[src/rtl/uart_tx_arbiter_if.sv]
// Bundles the two FIFO read ports and the uart transmitter handshake.
// Latency: none, this is wiring only.
// Backpressure: none here; the arbiter paces the FIFOs through tx_done.
interface uart_tx_arbiter_if #(
   parameter int DATA_WIDTH = 8
);
   logic                  empty0;
   logic [DATA_WIDTH-1:0] rd_data0;
   logic                  rd_en0;
   logic                  empty1;
   logic [DATA_WIDTH-1:0] rd_data1;
   logic                  rd_en1;
   logic                  tx_start;
   logic [DATA_WIDTH-1:0] tx_data;
   logic                  tx_done;
   logic                  busy;
   logic                  grant;
   logic                  timeout_err;

   // Arbiter side
   modport master (
      input  empty0, rd_data0, empty1, rd_data1, tx_done,
      output rd_en0, rd_en1, tx_start, tx_data, busy, grant, timeout_err
   );

   // FIFO / transmitter side
   modport slave (
      output empty0, rd_data0, empty1, rd_data1, tx_done,
      input  rd_en0, rd_en1, tx_start, tx_data, busy, grant, timeout_err
   );
endinterface

[src/rtl/uart_tx_arbiter.sv]
// Round-robin share of one uart transmitter between the echo FIFO (0) and status FIFO (1).
// Latency: pop + tx_start one cycle after a non-empty FIFO is sampled; one idle cycle between bytes.
// Backpressure: holds in WAIT until tx_done or the timeout, so at most one byte is in flight.
module uart_tx_arbiter #(
   parameter int DATA_WIDTH     = 8,
   parameter int TIMEOUT_CYCLES = 200000,
   parameter int CNT_WIDTH      = 18
) (
   input  logic               clk,
   input  logic               reset,
   uart_tx_arbiter_if.master  bus
);

   localparam logic [0:0] ST_IDLE = 1'b0;
   localparam logic [0:0] ST_WAIT = 1'b1;

   localparam logic [CNT_WIDTH-1:0] CNT_LAST = CNT_WIDTH'(TIMEOUT_CYCLES - 1);
   localparam logic [CNT_WIDTH-1:0] CNT_ONE  = CNT_WIDTH'(1);

   // Reject parameter sets the counter cannot represent
   if (TIMEOUT_CYCLES < 2) begin : g_bad_timeout
      $error("uart_tx_arbiter: TIMEOUT_CYCLES must be at least 2");
   end
   if ((64'(1) << CNT_WIDTH) <= 64'(TIMEOUT_CYCLES)) begin : g_bad_cnt
      $error("uart_tx_arbiter: CNT_WIDTH too small for TIMEOUT_CYCLES");
   end

   logic [0:0]            state_q,       state_d;
   logic                  rd_en0_q,      rd_en0_d;
   logic                  rd_en1_q,      rd_en1_d;
   logic                  tx_start_q,    tx_start_d;
   logic [DATA_WIDTH-1:0] tx_data_q,     tx_data_d;
   logic                  busy_q,        busy_d;
   logic                  grant_q,       grant_d;
   logic                  timeout_err_q, timeout_err_d;
   logic [CNT_WIDTH-1:0]  cnt_q,         cnt_d;

   logic any_req;
   logic winner;

   // Pick the requester: a lone non-empty FIFO wins, a tie goes to the one not served last
   always_comb begin
      any_req = ~bus.empty0 | ~bus.empty1;
      winner  = 1'b0;
      if (~bus.empty0 & ~bus.empty1) begin
         winner = ~grant_q;
      end else begin
         winner = bus.empty0;
      end
   end

   // Next-state: grant from IDLE, then wait for done or timeout
   always_comb begin
      state_d       = state_q;
      rd_en0_d      = 1'b0;
      rd_en1_d      = 1'b0;
      tx_start_d    = 1'b0;
      timeout_err_d = 1'b0;
      tx_data_d     = tx_data_q;
      busy_d        = busy_q;
      grant_d       = grant_q;
      cnt_d         = cnt_q;
      case (state_q)
         ST_IDLE: begin
            // tx_done is meaningless here and deliberately not looked at
            if (any_req) begin
               rd_en0_d   = ~winner;
               rd_en1_d   = winner;
               tx_start_d = 1'b1;
               tx_data_d  = winner ? bus.rd_data1 : bus.rd_data0;
               grant_d    = winner;
               cnt_d      = '0;
               busy_d     = 1'b1;
               state_d    = ST_WAIT;
            end
         end
         ST_WAIT: begin
            cnt_d = cnt_q + CNT_ONE;
            // A done seen in the start cycle cannot belong to this byte.
            // Done wins over a timeout on the same edge.
            if (bus.tx_done && !tx_start_q) begin
               busy_d  = 1'b0;
               state_d = ST_IDLE;
            end else if (cnt_q == CNT_LAST) begin
               busy_d        = 1'b0;
               timeout_err_d = 1'b1;
               state_d       = ST_IDLE;
            end
         end
         default: begin
            busy_d  = 1'b0;
            state_d = ST_IDLE;
         end
      endcase
   end

   // State and output registers; grant resets to 1 so requester 0 wins the first tie
   always_ff @(posedge clk or negedge reset) begin
      if (!reset) begin
         state_q       <= ST_IDLE;
         rd_en0_q      <= 1'b0;
         rd_en1_q      <= 1'b0;
         tx_start_q    <= 1'b0;
         tx_data_q     <= '0;
         busy_q        <= 1'b0;
         grant_q       <= 1'b1;
         timeout_err_q <= 1'b0;
         cnt_q         <= '0;
      end else begin
         state_q       <= state_d;
         rd_en0_q      <= rd_en0_d;
         rd_en1_q      <= rd_en1_d;
         tx_start_q    <= tx_start_d;
         tx_data_q     <= tx_data_d;
         busy_q        <= busy_d;
         grant_q       <= grant_d;
         timeout_err_q <= timeout_err_d;
         cnt_q         <= cnt_d;
      end
   end

   assign bus.rd_en0      = rd_en0_q;
   assign bus.rd_en1      = rd_en1_q;
   assign bus.tx_start    = tx_start_q;
   assign bus.tx_data     = tx_data_q;
   assign bus.busy        = busy_q;
   assign bus.grant       = grant_q;
   assign bus.timeout_err = timeout_err_q;

endmodule

[src/flat_wrapper.sv]
// flat-port wrapper written by rule: the top's interface ports become plain ports
module uart_tx_arbiter_flat 
#(
   parameter int DATA_WIDTH     = 8,
   parameter int TIMEOUT_CYCLES = 200000,
   parameter int CNT_WIDTH      = 18
)
  (clk, reset, bus_empty0, bus_rd_data0, bus_empty1, bus_rd_data1, bus_tx_done, bus_rd_en0, bus_rd_en1, bus_tx_start, bus_tx_data, bus_busy, bus_grant, bus_timeout_err);
  uart_tx_arbiter_if #(.DATA_WIDTH(DATA_WIDTH)) bus_i ();
  input  logic clk;
  input  logic reset;
  input wire logic [$bits(bus_i.empty0)-1:0] bus_empty0;
  input wire logic [$bits(bus_i.rd_data0)-1:0] bus_rd_data0;
  input wire logic [$bits(bus_i.empty1)-1:0] bus_empty1;
  input wire logic [$bits(bus_i.rd_data1)-1:0] bus_rd_data1;
  input wire logic [$bits(bus_i.tx_done)-1:0] bus_tx_done;
  output wire logic [$bits(bus_i.rd_en0)-1:0] bus_rd_en0;
  output wire logic [$bits(bus_i.rd_en1)-1:0] bus_rd_en1;
  output wire logic [$bits(bus_i.tx_start)-1:0] bus_tx_start;
  output wire logic [$bits(bus_i.tx_data)-1:0] bus_tx_data;
  output wire logic [$bits(bus_i.busy)-1:0] bus_busy;
  output wire logic [$bits(bus_i.grant)-1:0] bus_grant;
  output wire logic [$bits(bus_i.timeout_err)-1:0] bus_timeout_err;
  assign bus_i.empty0 = bus_empty0;
  assign bus_i.rd_data0 = bus_rd_data0;
  assign bus_i.empty1 = bus_empty1;
  assign bus_i.rd_data1 = bus_rd_data1;
  assign bus_i.tx_done = bus_tx_done;
  assign bus_rd_en0 = bus_i.rd_en0;
  assign bus_rd_en1 = bus_i.rd_en1;
  assign bus_tx_start = bus_i.tx_start;
  assign bus_tx_data = bus_i.tx_data;
  assign bus_busy = bus_i.busy;
  assign bus_grant = bus_i.grant;
  assign bus_timeout_err = bus_i.timeout_err;
  uart_tx_arbiter #(.DATA_WIDTH(DATA_WIDTH), .TIMEOUT_CYCLES(TIMEOUT_CYCLES), .CNT_WIDTH(CNT_WIDTH)) u_core (.clk(clk), .reset(reset), .bus(bus_i));
endmodule
[config.mk]
export PLATFORM = sky130hd
export DESIGN_NAME = uart_tx_arbiter_flat
export DESIGN_NICKNAME = d
export VERILOG_FILES = /design/src/rtl/uart_tx_arbiter_if.sv /design/src/rtl/uart_tx_arbiter.sv /design/src/flat_wrapper.sv
export SDC_FILE = /design/constraint.sdc
export NUM_CORES = 1
export LEC_CHECK = 0
export ABC_AREA = 1
export BUFFER_PORTS_ARGS = -buffer_cell sky130_fd_sc_hd__buf_2
export CAP_MARGIN = 0
export CORE_MARGIN = 2
export CORE_UTILIZATION = 58
export CTS_BUF_LIST = sky130_fd_sc_hd__clkbuf_8 sky130_fd_sc_hd__clkbuf_16
export DETAILED_ROUTE_END_ITERATION = 7
export GPL_ROUTABILITY_DRIVEN = 0
export GPL_TIMING_DRIVEN = 0
export PLACE_DENSITY = 0.91
export SYNTH_ARGS = -nofsm -noshare
export SYNTH_HDL_FRONTEND = slang
export SYNTH_SLANG_ARGS = --single-unit
[constraint.sdc]
create_clock -name clk -period 2.2 [get_ports clk]
set_input_delay 0.11 -clock clk [delete_from_list [all_inputs] [get_ports clk]]
set_output_delay 0.11 -clock clk [all_outputs]
set_load 0.01 [all_outputs]
# Word level (Yosys, flattened, before mapping)
# Index checks and enable logic that the tools add are counted.
# totals
inputBits,21
regBits,33
output_inout_bits,14
word_cells,44
# op_classes
addsub,1
n_reduce_logical,4
mux,20
bitwise_logic,7
eq_ne,3
# op_table
cell,n
$pmux W18 S2,1
$add A18 B1 Y18 const B,1
$eq A18 B18 Y1 const B,1
$mux W18,1
$mux W1,15
$mux W8,1
$not A1 Y1,5
$pmux W1 S2,2
$reduce_and A2 Y1,2
$ne A3 B3 Y1 const B,1
$ne A2 B1 Y1 const B,1
$and A1 B1 Y1,1
$logic_and A1 B1 Y1,1
$logic_not A1 Y1,1
$or A1 B1 Y1,1

# Depth between registers and ports, before layout
# depth
depth_word,6
mapped_depth,8
mapped_depth_nobuf,8

# Least setup slack after synthesis
# OpenSTA, ideal clock, no wires.
# synth_path
kind,register to register
from,reg u_core.cnt_q[0]
to,reg u_core.cnt_q[16]
n_path_buf,0
setup_ps,116
arrival_ps,1169
period_less_slack_ps,1286
slack_ps,914
path_stages_with_launch,9
required_time_ps,2084
cell_sequence,dfrtp_1 -> ha_1 -> nand3_2 -> nor2_2 -> nand2_2 -> nor2_4 -> nand2_1 -> nand2_1 -> nand2_1
# synth_via
elab_chain_len,2
# synth_rtl
element,line_no,rtl
"start, declared",uart_tx_arbiter.sv:36,"logic [CNT_WIDTH-1:0] cnt_q, cnt_d;"
"start signal, assigned",uart_tx_arbiter.sv:118,cnt_q <= cnt_d;
$add A18 B1 Y18,uart_tx_arbiter.sv:78,cnt_d = cnt_q + CNT_ONE;
$pmux W18 S2,uart_tx_arbiter.sv:63,case (state_q)
# Every way passes these cells.
# A chain may end at the register's enable or synchronous reset.

# Worst setup path in the final report
# Same ends and word-level chain as after synthesis.

==> flow_results.xml <==
<?xml version="1.0" encoding="UTF-8"?>
<metrics>
  <group name="status">
    <metric name="run_status" unit="">completed</metric>
  </group>
  <group name="worst_setup_path">
    <metric name="cells_traversed_along_the_worst_timing_path" unit="">ha_1 -&gt; nand3_2 -&gt; nor2_2 -&gt; nand2_2 -&gt; nor2_4 -&gt; nand2_1 -&gt; nand2_1 -&gt; nand2_1</metric>
    <metric name="worstPathMaxFanout" unit="">6</metric>
    <metric name="crit_path_top_delay_cell" unit="">dfrtp_1</metric>
    <metric name="arrival" unit="ns">1.71</metric>
    <metric name="worst_path_largest_cell_delay" unit="ns">0.46</metric>
    <metric name="worstPathRequired" unit="ns">2.39</metric>
    <metric name="criticalPathCategory" unit="">reg2reg</metric>
    <metric name="critical_path.startpoint_type" unit="">flip-flop</metric>
    <metric name="kind_of_end_point_of_the_critical_path" unit="">flip-flop</metric>
    <metric name="most_common_cell_type_on_the_critical_path" unit="">nand2_1</metric>
  </group>
  <group name="finish">
    <metric name="postLayoutCoreUtil" unit="">0.739</metric>
    <metric name="antenna-diode-count" unit="">0</metric>
    <metric name="most-common-layout-cells" unit="">nand2_1 (53), nor2_1 (35), buf_2 (34), dfrtp_1 (32), inv_1 (25)</metric>
    <metric name="layout-area-overhead-vs-synth" unit="%">19.4</metric>
    <metric name="drive_above_1_share" unit="">0.232</metric>
    <metric name="design.final.nets" unit="">288</metric>
    <metric name="most_common_library_cell_in_the_layout_ignoring_fill_and_taps" unit="">nand2_1</metric>
  </group>
  <group name="synthesis">
    <metric name="ys_seq_area_frac" unit="">0.481</metric>
    <metric name="ys.warnings.count" unit="">0</metric>
    <metric name="share_of_the_synthesized_netlist_area_taken_by_xor_and_xnor_gates" unit="">0</metric>
    <metric name="synth_top_family_by_area" unit="">simple AND/OR/NAND/NOR gates</metric>
    <metric name="syn_inst" unit="">224</metric>
    <metric name="postSynthRegisterBits" unit="">33</metric>
    <metric name="yosysTopAreaCell" unit="">dfrtp_1</metric>
    <metric name="synth_area" unit="um2">1720</metric>
    <metric name="yosys.area.top_type_share" unit="">0.465</metric>
    <metric name="syn_nets" unit="">246</metric>
    <metric name="yosys.cell_types.count" unit="">23</metric>
    <metric name="synth_compound_area_frac" unit="">0.0924</metric>
    <metric name="ys_top_cells_by_area" unit="">dfrtp_1 (47%), nand2_1 (12%), nor2_1 (7.6%)</metric>
    <metric name="synth_adder_area_share" unit="">0.00727</metric>
    <metric name="synth_area_per_cell" unit="um2">7.68</metric>
    <metric name="synth_edf_count" unit="">0</metric>
    <metric name="postSynth.asyncResetShare" unit="">1.00</metric>
    <metric name="simple_gate_share_of_the_synthesized_area" unit="">0.330</metric>
    <metric name="synth_ff_type" unit="">dfrtp_1</metric>
    <metric name="synthMuxAreaShare" unit="">0</metric>
  </group>
  <group name="timing">
    <metric name="max_freq" unit="MHz">658</metric>
    <metric name="timing.slew.headroom" unit="">0.534</metric>
    <metric name="shortest_clock_period_the_worst_path_allows_after_layout" unit="ns">1.52</metric>
    <metric name="timing_max_transition_violations_final" unit="">0</metric>
    <metric name="setup_tns" unit="ns">0</metric>
    <metric name="timing.final.crit_share" unit="">0.691</metric>
    <metric name="worst_pin_slew" unit="ns">0.699</metric>
    <metric name="final-setup-viol-count" unit="">0</metric>
    <metric name="skew" unit="ns">0.00815</metric>
    <metric name="setup_repair_after_global_routing_missed_its_margin" unit="">no</metric>
    <metric name="report.final.hold_viol_count" unit="">0</metric>
  </group>
  <group name="clock_network">
    <metric name="clock_tree.htree_level_count" unit="">2</metric>
    <metric name="ctsRootBufferMaster" unit="">clkbuf_8</metric>
    <metric name="postCtsSetupRepairBufs" unit="">0</metric>
    <metric name="tritoncts" unit="">built</metric>
    <metric name="clk_path_buf_depth" unit="">2</metric>
    <metric name="postCtsHoldBufs" unit="">1</metric>
    <metric name="cts-resized-gates" unit="">0</metric>
    <metric name="cts_inserted_buffers" unit="">5</metric>
    <metric name="cts_num_sinks" unit="">33</metric>
    <metric name="cts.clk_slew.worst_paths" unit="ns">0.07</metric>
    <metric name="clk_latency" unit="ns">0.30</metric>
  </group>
  <group name="floorplan">
    <metric name="placeableCoreArea" unit="um2">2780</metric>
    <metric name="design.portCount" unit="">35</metric>
    <metric name="std_cell_rows" unit="">19</metric>
    <metric name="die-area" unit="um2">3420</metric>
    <metric name="die_h" unit="um">58.5</metric>
    <metric name="initial_core_util" unit="">0.619</metric>
    <metric name="die_w" unit="um">58.5</metric>
  </group>
  <group name="global_route">
    <metric name="grt_start_max_net_pins" unit="">34</metric>
    <metric name="globalRouteTotalUtil" unit="">0.253</metric>
    <metric name="first_global_vias" unit="">1519</metric>
    <metric name="global_route.overflow_total" unit="">0</metric>
    <metric name="number_of_antenna_violations_at_the_first_check_in_global_routing" unit="">0</metric>
    <metric name="grt_first_pass_wirelength" unit="um">6400</metric>
  </group>
  <group name="drt">
    <metric name="finalWirelength" unit="um">3900</metric>
    <metric name="dr.first_iter.drc_count" unit="">78</metric>
    <metric name="drt_drc_violations_left" unit="">0</metric>
    <metric name="antenna_left" unit="">0</metric>
    <metric name="num_vias" unit="">1586</metric>
    <metric name="number_of_iterations_in_the_first_detailed_routing_pass" unit="">4</metric>
    <metric name="via_density" unit="">5.32</metric>
    <metric name="routed_wire_length_per_instance" unit="um">13.1</metric>
  </group>
  <group name="power">
    <metric name="peakVddDrop" unit="mV">0.718</metric>
    <metric name="cellLeakagePower" unit="nW">1.01</metric>
    <metric name="cellPowerDensity" unit="nW/um2">878</metric>
  </group>
  <group name="placement">
    <metric name="dp_hpwl" unit="um">2800</metric>
    <metric name="port_buffers" unit="">34</metric>
  </group>
  <group name="hold_path">
    <metric name="worst_hold_path_type" unit="">in2reg</metric>
  </group>
  <group name="run">
    <metric name="drv.max_cap_violation_count" unit="">0</metric>
  </group>
</metrics>
## registers in the layout (all words and copies together), names as in the netlist
signal,flops
u_core.bus.rd_en0,1
u_core.bus.timeout_err,1
u_core.bus.tx_start,1
u_core.bus.busy,1
u_core.state_q,1
u_core.bus.grant,1
u_core.bus.tx_data,8
u_core.bus.rd_en1,1
u_core.cnt_q,18
## cells in the mapped netlist (2+ instances only)
| cell type | count |
|---|---|
| o21ai_1 | 3 |
| inv_1 | 25 |
| o21ai_0 | 24 |
| dfrtp_1 | 32 |
| nand2_1 | 53 |
| nand3_1 | 16 |
| nand3_2 | 2 |
| nand4_1 | 4 |
| nor3_1 | 6 |
| a21oi_1 | 3 |
| buf_6 | 3 |
| nor2_2 | 2 |
| nor2_4 | 4 |
| nand2_2 | 4 |
| nor2_1 | 35 |
## logic make-up after synthesis
| group | count (synthesis) |
|---|---|
| simple gates | 126 |
| compound gates | 31 |
| flops | 33 |
| buf+inv | 33 |
| fa+ha+maj | 1 |
## worst max-delay path, delay by kind of cell, from the launching register on
family | cells | cell delay (ns)
and+or+nand+nor | 7 | 0.66
adders and majority gates | 1 | 0.31
DFF | 1 | 0.46
## where the power goes
part | internal [W] | leakage, nW | switching [W]
Combinational | 0.000166 | 0.528 | 0.000237
Sequential | 0.000721 | 0.432 | 0.0000947
Clock | 0.000339 | 0.0543 | 0.000246
Total | 0.00123 | 1.01 | 0.000577
## area by class of cell
class / count / area (um2)
plain buffers: 5 / 46.3
clock buffers: 5 / 68.8
clock inverters: 3 / 46.3
fillers: 217 / 727
inverters: 28 / 108
multi-input cells: 158 / 739
flip-flops and latches: 33 / 827
well taps: 31 / 38.8
repair buffers: 35 / 180
## through the flow
stage               worst slack (ns)  instances  total power, W  hold slack, ns  cell area [um2]
floorplan                      0.914        224         0.00106          -0.186             1720
global placement               0.760        289         0.00121           0.200             1930
detailed placement             0.719        289         0.00123           0.196             1930
CTS                            0.687        298         0.00181          0.0750             2050
global route                   0.573        298         0.00190          0.0998             2050
finish                         0.679        298         0.00180          0.0731             2050
## path summary, 6_finish.rpt
kind | start | endpoint | slack [ns] | cells after the start
max | u_core.cnt_q[0]$_DFFE_PN0P_ | u_core.cnt_q[16]$_DFFE_PN0P_ | 0.68 | 8
min | bus_rd_data0[5] | u_core.bus.tx_data[5]$_DFFE_PN0P_ | 0.07 | 3
min in group asynchronous | reset | u_core.bus.tx_data[6]$_DFFE_PN0P_ | 0.41 | 2
min reg2reg | u_core.bus.tx_data[5]$_DFFE_PN0P_ | u_core.bus.tx_data[5]$_DFFE_PN0P_ | 0.49 | 2
max in group asynchronous | reset | u_core.cnt_q[11]$_DFFE_PN0P_ | 1.34 | 2
max reg2reg | u_core.cnt_q[0]$_DFFE_PN0P_ | u_core.cnt_q[16]$_DFFE_PN0P_ | 0.68 | 8
## routing by layer
| metal | GRT usage | wire, um |
|---|---|---|
| met3 | 0.0681 | 160 |
| met1 | 0.296 | 1680 |
| met2 | 0.440 | 1970 |
| met4 | 0.103 | 87 |
| met5 | 0 | 0 |
Power figures use the tool's default switching activity.
